<file path="src/rtl/ga23_gfx_cache.sv">
// Direct-mapped read cache for the graphics SDRAM port, with optional next-word prefetch.
// Single outstanding fetch. A read that arrives during a prefetch is held in a one-deep pending slot.
module ga23_gfx_cache #(
  parameter int unsigned ENTRIES  = 4,
  parameter int unsigned PREFETCH = 1
) (
  input  logic        clk,
  input  logic        reset_n,
  input  logic [21:0] rd_addr,
  input  logic        rd_req,
  output logic [31:0] rd_data,
  output logic        rd_rdy,
  output logic        busy,
  input  logic        flush,
  output logic [21:0] mem_addr,
  output logic        mem_req,
  input  logic [31:0] mem_data,
  input  logic        mem_rdy
);
  localparam int unsigned IW = $clog2(ENTRIES);
  localparam int unsigned TW = 20 - IW;

  typedef enum logic [1:0] {S_IDLE, S_MISS, S_PF} state_t;

  state_t             r_state, w_state_nxt;
  logic [ENTRIES-1:0] r_valid;
  logic [TW-1:0]      r_tag  [ENTRIES];
  logic [31:0]        r_data [ENTRIES];
  logic [19:0]        r_fetch_waddr, r_pend_waddr;
  logic               r_pend, r_nofill, r_rd_rdy, r_mem_req;
  logic [31:0]        r_rd_data;
  logic [21:0]        r_mem_addr;

  logic [19:0]   w_lk_waddr, w_pf_waddr;
  logic [IW-1:0] w_lk_idx, w_pf_idx, w_fill_idx;
  logic          w_lk_req, w_lk_hit, w_pf_res, w_install;
  logic          w_lookup, w_hit, w_miss, w_ret, w_pf_go, w_fill;

  // A pending read always takes priority over a fresh strobe in IDLE.
  assign w_lk_req   = r_pend | rd_req;
  assign w_lk_waddr = r_pend ? r_pend_waddr : rd_addr[21:2];
  assign w_lk_idx   = w_lk_waddr[IW-1:0];
  assign w_lk_hit   = r_valid[w_lk_idx] && (r_tag[w_lk_idx] == w_lk_waddr[19:IW]) && !flush;
  assign w_pf_waddr = r_fetch_waddr + 20'd1;
  assign w_pf_idx   = w_pf_waddr[IW-1:0];
  assign w_pf_res   = r_valid[w_pf_idx] && (r_tag[w_pf_idx] == w_pf_waddr[19:IW]) && !flush;
  assign w_fill_idx = r_fetch_waddr[IW-1:0];
  assign w_install  = w_fill && !r_nofill && !flush;

  always_ff @(posedge clk) begin
    if (!reset_n) r_state <= S_IDLE;
    else          r_state <= w_state_nxt;
  end

  always_comb begin
    w_state_nxt = r_state;
    w_lookup    = 1'b0;
    w_hit       = 1'b0;
    w_miss      = 1'b0;
    w_ret       = 1'b0;
    w_pf_go     = 1'b0;
    w_fill      = 1'b0;
    busy        = (r_state == S_MISS);
    unique case (r_state)
      S_IDLE: begin
        if (w_lk_req) begin
          w_lookup = 1'b1;
          if (w_lk_hit) begin
            w_hit = 1'b1;
          end else begin
            w_miss      = 1'b1;
            w_state_nxt = S_MISS;
          end
        end
      end
      S_MISS: begin
        if (mem_rdy) begin
          w_fill = 1'b1;
          w_ret  = 1'b1;
          if ((PREFETCH != 0) && !w_pf_res) begin
            w_pf_go     = 1'b1;
            w_state_nxt = S_PF;
          end else begin
            w_state_nxt = S_IDLE;
          end
        end
      end
      S_PF: begin
        if (mem_rdy) begin
          w_fill      = 1'b1;
          w_state_nxt = S_IDLE;
        end
      end
      default: w_state_nxt = S_IDLE;
    endcase
  end

  always_ff @(posedge clk) begin
    if (!reset_n) begin
      r_valid       <= '0;
      r_pend        <= 1'b0;
      r_pend_waddr  <= '0;
      r_fetch_waddr <= '0;
      r_nofill      <= 1'b0;
      r_rd_rdy      <= 1'b0;
      r_rd_data     <= '0;
      r_mem_req     <= 1'b0;
      r_mem_addr    <= '0;
    end else begin
      r_rd_rdy  <= 1'b0;
      r_mem_req <= 1'b0;
      if (w_lookup) begin
        r_pend <= r_pend & rd_req;
        if (rd_req) r_pend_waddr <= rd_addr[21:2];
      end else if ((r_state == S_PF) && rd_req && !r_pend) begin
        r_pend       <= 1'b1;
        r_pend_waddr <= rd_addr[21:2];
      end
      if (w_hit) begin
        r_rd_rdy  <= 1'b1;
        r_rd_data <= r_data[w_lk_idx];
      end
      if (w_miss) begin
        r_mem_req     <= 1'b1;
        r_mem_addr    <= {w_lk_waddr, 2'b00};
        r_fetch_waddr <= w_lk_waddr;
        r_nofill      <= 1'b0;
      end
      if (w_ret) begin
        r_rd_rdy  <= 1'b1;
        r_rd_data <= mem_data;
      end
      if (w_pf_go) begin
        r_mem_req     <= 1'b1;
        r_mem_addr    <= {w_pf_waddr, 2'b00};
        r_fetch_waddr <= w_pf_waddr;
        r_nofill      <= 1'b0;
      end
      // A flush during an outstanding fetch marks that fetch as not installable.
      if (flush && (r_state != S_IDLE)) r_nofill <= 1'b1;
      if (flush)          r_valid             <= '0;
      else if (w_install) r_valid[w_fill_idx] <= 1'b1;
    end
  end

  always_ff @(posedge clk) begin
    if (w_install) begin
      r_tag[w_fill_idx]  <= r_fetch_waddr[19:IW];
      r_data[w_fill_idx] <= mem_data;
    end
  end

  assign rd_data  = r_rd_data;
  assign rd_rdy   = r_rd_rdy;
  assign mem_req  = r_mem_req;
  assign mem_addr = r_mem_addr;
endmodule

</file>
<file path="config.mk">
export PLATFORM = sky130hd
export DESIGN_NAME = ga23_gfx_cache
export DESIGN_NICKNAME = d
export VERILOG_FILES = /design/src/rtl/ga23_gfx_cache.sv
export SDC_FILE = /design/constraint.sdc
export NUM_CORES = 1
export LEC_CHECK = 0
export BUFFER_PORTS_ARGS = -buffer_cell sky130_fd_sc_hd__buf_2
export CAP_MARGIN = 10
export CORE_MARGIN = 8
export CORE_UTILIZATION = 30
export DETAILED_ROUTE_END_ITERATION = 8
export PLACE_DENSITY = 0.5
export SLEW_MARGIN = 30
export SYNTH_ARGS = -nofsm -noshare
export SYNTH_HDL_FRONTEND = slang
export SYNTH_SLANG_ARGS = --single-unit
</file>
<file path="constraint.sdc">
create_clock -name clk -period 5.93 [get_ports clk]
set_clock_uncertainty 0.05 [all_clocks]
set_input_delay 0 -clock clk [delete_from_list [all_inputs] [get_ports clk]]
set_output_delay 0 -clock clk [all_outputs]
set_load 0.1 [all_outputs]
</file>
After elaboration in Yosys (flattened, before gate mapping). Memories as Yosys holds them, arrays and structs flattened. Index checks and enable logic that the tools add are counted.

Register bits: 102. Latch bits: 0. Bits in writable memories: 200. ROM bits: 0. Input bits: 59. Memories kept: 2.

Memories: r_data (words 4, width 32, rd ports 1, clocked after Yosys merged registers in 0, wr ports 1, RTL line 28) `logic [31:0] r_data [ENTRIES];`; r_tag (words 4, width 18, rd ports 2, clocked after Yosys merged registers in 0, wr ports 1, RTL line 27) `logic [TW-1:0] r_tag [ENTRIES];`.

Add/subtract/negate cells: 1. Multiply operators: 0. Divide/modulo/power cells: 0. Order comparisons: 4. Equal/unequal tests: 9. Shifts and indexed selects: 0. Multiplexer cells: 47. Bitwise operators: 4. Reduce and logical (&&, ||, !) cells: 23.

Operator list (number): 2-to-1 mux 20 bit (6); 2-to-1 mux 32 bit (2); 2-to-1 mux 22 bit (2); == test 18 bit (2); 2-to-1 mux 1 bit (28); adder 20 x 1 -> 20 bit, second input constant (1); logical AND 1 bit (10); 2-to-1 mux 2 bit (5); < comparator 2 x 3 -> 1 bit, second input constant (3); != test 2 bit, second input constant (4); nonzero test 2 bit (4); one-hot mux 2 bit (3 select lines) (1); binary-select mux 1 bit (select 2 bit) (2); OR 4 bit (1); AND reduction 4 bit (1); OR reduction 2 bit (2); zero test 1 bit (3); nonzero test 3 bit (1); demux 1 bit (select 2 bit) (1); == test 2 x 1 -> 1 bit, second input constant (1); == test 2 bit, second input constant (1); >= comparator 2 x 1 -> 1 bit, second input constant (1); zero test 2 bit (1); != test 2 x 1 -> 1 bit, second input constant (1); other kinds (4) (4).

Longest topological paths before layout.
Word-level depth: 11. Gate-level depth with buffers: 17. Mapped depth without buffers: 11.

Worst setup path after synthesis. Ideal clock, no wire load.

Path type: reg2reg. Start point: reg r_fetch_waddr[0]. End point: reg r_fetch_waddr[18]. Library setup time: 67 ps. Data arrival time: 4503 ps. Required time: 5813 ps. Path slack: 1310 ps. Cell stages (with the launch flop): 18. Cell sequence: dfxtp_1 > buf_6 > buf_6 > buf_6 > inv_1 > ha_1 > buf_2 > buf_2 > mux4_2 > xnor2_1 > a21boi_1 > o22ai_1 > or3_1 > or3_4 > and2_4 > buf_6 > o31a_1 > a21oi_2.

Cells in the longest elaborated chain, start to end: 9.

RTL lines: from (decl) (RTL line 29) `logic [19:0] r_fetch_waddr, r_pend_waddr;`; from (signal assigned) (RTL line 126) `r_fetch_waddr <= w_lk_waddr;`; from (signal assigned) (RTL line 136) `r_fetch_waddr <= w_pf_waddr;`; adder 20 x 1 -> 20 bit (*) (RTL line 44) `assign w_pf_waddr = r_fetch_waddr + 20'd1;`; memory (4 x 18 bit) / binary-select mux 1 bit (select 2 bit) (equally long branches); == test 18 bit / 2-to-1 mux 1 bit (equally long branches) (RTL line 46) `assign w_pf_res = r_valid[w_pf_idx] && (r_tag[w_pf_idx] == w_pf_waddr[19:IW]) && !flush;`; logical AND 1 bit (2 in a row) (RTL line 46); 2-to-1 mux 1 bit (RTL line 80) `if ((PREFETCH != 0) && !w_pf_res) begin`; 2-to-1 mux 1 bit (RTL line 77) `if (mem_rdy) begin`; 2-to-1 mux 1 bit (RTL line 64) `unique case (r_state)`; 2-to-1 mux 20 bit / nonzero test 2 bit (equally long branches).

Mark *: on every way between the ends. The rest lies on a longest branch, timed or not. The select of a mux whose other input is x is not followed. A chain may end at the register's enable or synchronous reset.

Worst setup path after layout.
Start point: reg r_pend. End point: reg r_fetch_waddr[13].

Cells in the longest elaborated chain, start to end: 9.

RTL lines: from (decl) (RTL line 30) `logic r_pend, r_nofill, r_rd_rdy, r_mem_req;`; from (signal assigned) (RTL line 113) `r_pend <= r_pend & rd_req;`; 2-to-1 mux 20 bit (RTL line 41) `assign w_lk_waddr = r_pend ? r_pend_waddr : rd_addr[21:2];`; memory (4 x 18 bit) / binary-select mux 1 bit (select 2 bit) (equally long branches); == test 18 bit / 2-to-1 mux 1 bit (equally long branches) (RTL line 43) `assign w_lk_hit = r_valid[w_lk_idx] && (r_tag[w_lk_idx] == w_lk_waddr[19:IW]) && !flush;`; logical AND 1 bit (2 in a row) (RTL line 43); 2-to-1 mux 1 bit (RTL line 68) `if (w_lk_hit) begin`; 2-to-1 mux 1 bit (RTL line 66) `if (w_lk_req) begin`; 2-to-1 mux 1 bit (RTL line 64); nonzero test 2 bit (no line).

Parallel ways exist; a longest one is shown, timed or not. The select of a mux whose other input is x is not followed.

==> reports/summary.txt <==
Synth Cell Area - 13,300 um^2
site row count - 77
routed length per instance - 21.0 um
Root Buffer Master - clkbuf_16
synth unique cells - 80
CTS Buf Count - 35
crit-path cells - mux2i_4 > buf_4 > nand2_1 > o2bb2a_1 > o221ai_1 > nor4_1 > nand4_1 > o21ai_2 > buf_4 > nor2_1 > a2111oi_1
Fmax achieved - 223 MHz
CP max-delay cell - mux2i_4
Placement Cell Area - 14,500 um^2
largest cells by area after synthesis - edfxtp_1, dfxtp_1, mux4_2
Max-Cap Viols - 0
Gates resized, CTS repair - 0
htree depth - 2
Final Critical Period - 4.49 ns
register bit total from synthesis - 282
initial antenna violation count - 2
Static Leak - 5.66 nW
Setup-failing EPs final - 0
share of cells above drive strength 1 - 22.0%
first-pass GRT wire length - 58.4 mm
HP Class - primary input to register
IO Pins - 116
outcome - completed
Synth top area share - 45.0%
DR vias - 9,239
post-layout instance area - 16,200 um^2
GP Congestion - 0.841
Setup crit end kind - register
Rel. slew slack - 33.2%
RSZ-0062 raised after global routing - no
post-synth top area cell - edfxtp_1
most frequent cell after synthesis - edfxtp_1
setup_tns - 0 ns
initial core utilization - 30.3%
number of global-route vias before repair - 9,524
Core ar. - 44,000 um^2
grt total ovfl - 0
drc violations - 0
Final Util - 36.7%
Layout Area Growth over Synthesis - 21.2%
top post-synthesis cells by count - edfxtp_1, nand2_1, dfxtp_1
die area - 51,500 um^2
Clock transition at path regs - 0.06 ns
post-synthesis cell count - 1,062
Via density - 5.04
endpoints failing hold - 0
die height - 227 um
CP peak stage delay - 0.82 ns
latest clock arrival within the worst-skew pair - 0.56 ns
die width - 227 um
largest net degree at the start of global routing - 66
Post-synth EDFFs - 200
CTS tree - done
Crit Path Class - register to register
warning count from the yosys run - 0
Post-DP HPWL - 24.4 mm
CP Max Fanout - 22
CP Launch Type - register
Post-Route WL - 38.5 mm
top_reg_cell synth - edfxtp_1
Worst Tran Pin Value - 0.992 ns
pwr dens - 328 nW/um^2
Seq/Total Area, Yosys - 57.3%
clk buf depth - 3
data arrival time of the critical path - 4.88 ns
initial drt markers - 555
clock sinks - 282
GRT Util Overall - 14.9%
number of routed nets with antenna violations - 0
worst hold slack - 0.109 ns
Max VDD drop - 200 uV
WP data required - 6.32 ns
Final Max Slew Viols - 0
DR pass1 iterations - 5
Port Buf Inserts - 111
CP most frequent cell - buf_4
Avg Synthesized Cell Area - 12.6 um^2
final period utilization - 75.8%
nets@finish - 1,280
asr flop ratio synth - 0%
-- cell type report --
class                   instances  area, um^2
clock inverters                16         180
diodes                          1        2.50
clock buffers                  47         951
repair buffers                187        1260
fillers                      4340       27900
multi-input cells             693        5320
flip-flops and latches        282        7650
well taps                     592         741
inverters                      15        56.3
-- metal layers --
layer | GRT usage, % | share of wire (%) | vias to the layer above
li1 | - | - | 4334
met4 | 5.64 | 2.7 | 2
met1 | 19.8 | 46 | 4579
met2 | 23.1 | 45 | 268
met3 | 3.65 | 6.3 | 56
met5 | 0 | 0.034 | -
-- final timing paths --
| path | from | endpoint | slack [ns] | cells past startpoint |
|---|---|---|---|---|
| hold reg to reg | rd_data[25]$_SDFFE_PN0P_ | rd_data[25]$_SDFFE_PN0P_ | 0.40 | 2 |
| setup / recovery | r_pend$_SDFFE_PN0P_ | r_fetch_waddr[13]$_SDFFE_PN0P_ | 1.44 | 11 |
| hold / removal | rd_addr[2] | r_pend_waddr[0]$_SDFFE_PN0P_ | 0.11 | 5 |
| setup reg to reg | r_pend$_SDFFE_PN0P_ | r_fetch_waddr[13]$_SDFFE_PN0P_ | 1.44 | 11 |
-- power breakdown --
group | total (mW) | leakage (nW) | switching (mW) | internal [mW]
clock | 2.11 | 0.544 | 0.875 | 1.24
combinational | 0.919 | 2.63 | 0.616 | 0.303
sequential | 2.27 | 2.48 | 0.0834 | 2.19
total | 5.30 | 5.66 | 1.57 | 3.73
-- kinds of logic (layout without fill, tap and decap cells) --
family	count (synthesis)	after routing	share of synthesized area, %
adders and majority gates	7	7	0.657
muxes	124	124	14.5
xor gates and xnor gates	42	42	2.81
buffers and inverters	88	265	3.10
AOI/OAI and AO/OA	190	190	9.77
other	1	3	0.0281
DFF	282	282	57.3
and+or+nand+nor	328	328	11.8
-- placed cells by master, fill, tap and decap left out, types with 7 or more instances in the layout --
master	n
o21ai_0	14
dlygate4sd3_1	55
nand3_1	24
o22ai_1	7
mux2_2	9
clkbuf_1	9
or3_1	8
xnor2_1	30
o31ai_1	9
clkbuf_16	35
nand2_1	136
inv_1	14
edfxtp_1	200
buf_2	111
nor2_1	56
nor2b_1	18
mux4_2	53
xor2_1	11
nor3_1	21
ha_1	7
nand4_1	14
a31oi_1	8
a21oi_1	51
a211oi_1	8
mux2i_1	60
nor4_1	8
buf_4	21
a21o_1	32
dfxtp_1	80
and3_1	9
-- critical path: cells and delay by family, from the launching register on --
family / cells / cell delay [ns]
buffers and inverters: 2 / 0.76
DFF: 1 / 0.67
and+or+nand+nor: 4 / 0.85
AOI/OAI and AO/OA: 4 / 1.21
muxes: 1 / 0.82
-- per-stage QoR --
step / power (mW) / cells / worst slack, ns
after detailed placement: 3.21 / 1714 / 1.42
final: 5.30 / 1833 / 1.44
after global placement: 3.21 / 1714 / 1.43
after floorplan: 2.97 / 1063 / 1.31
after CTS: 5.38 / 1832 / 1.39
after global routing: 5.52 / 1833 / 1.05
-- flip-flops by register name, indices dropped and copies added, names as in the netlist --
signal / cells
mem_req: 1
r_pend_waddr: 20
r_pend: 1
r_nofill: 1
rd_data: 32
r_state: 2
rd_rdy: 1
r_data: 128
r_tag: 72
r_fetch_waddr: 20
r_valid: 4
-- what timing repair did --
item	CTS	global route
endpoints found under the hold margin	202	0
setup buffers	0	0
setup endpoints to repair	0	0
hold buffers	55	0
No activity file was read; power rests on OpenSTA's default activity.
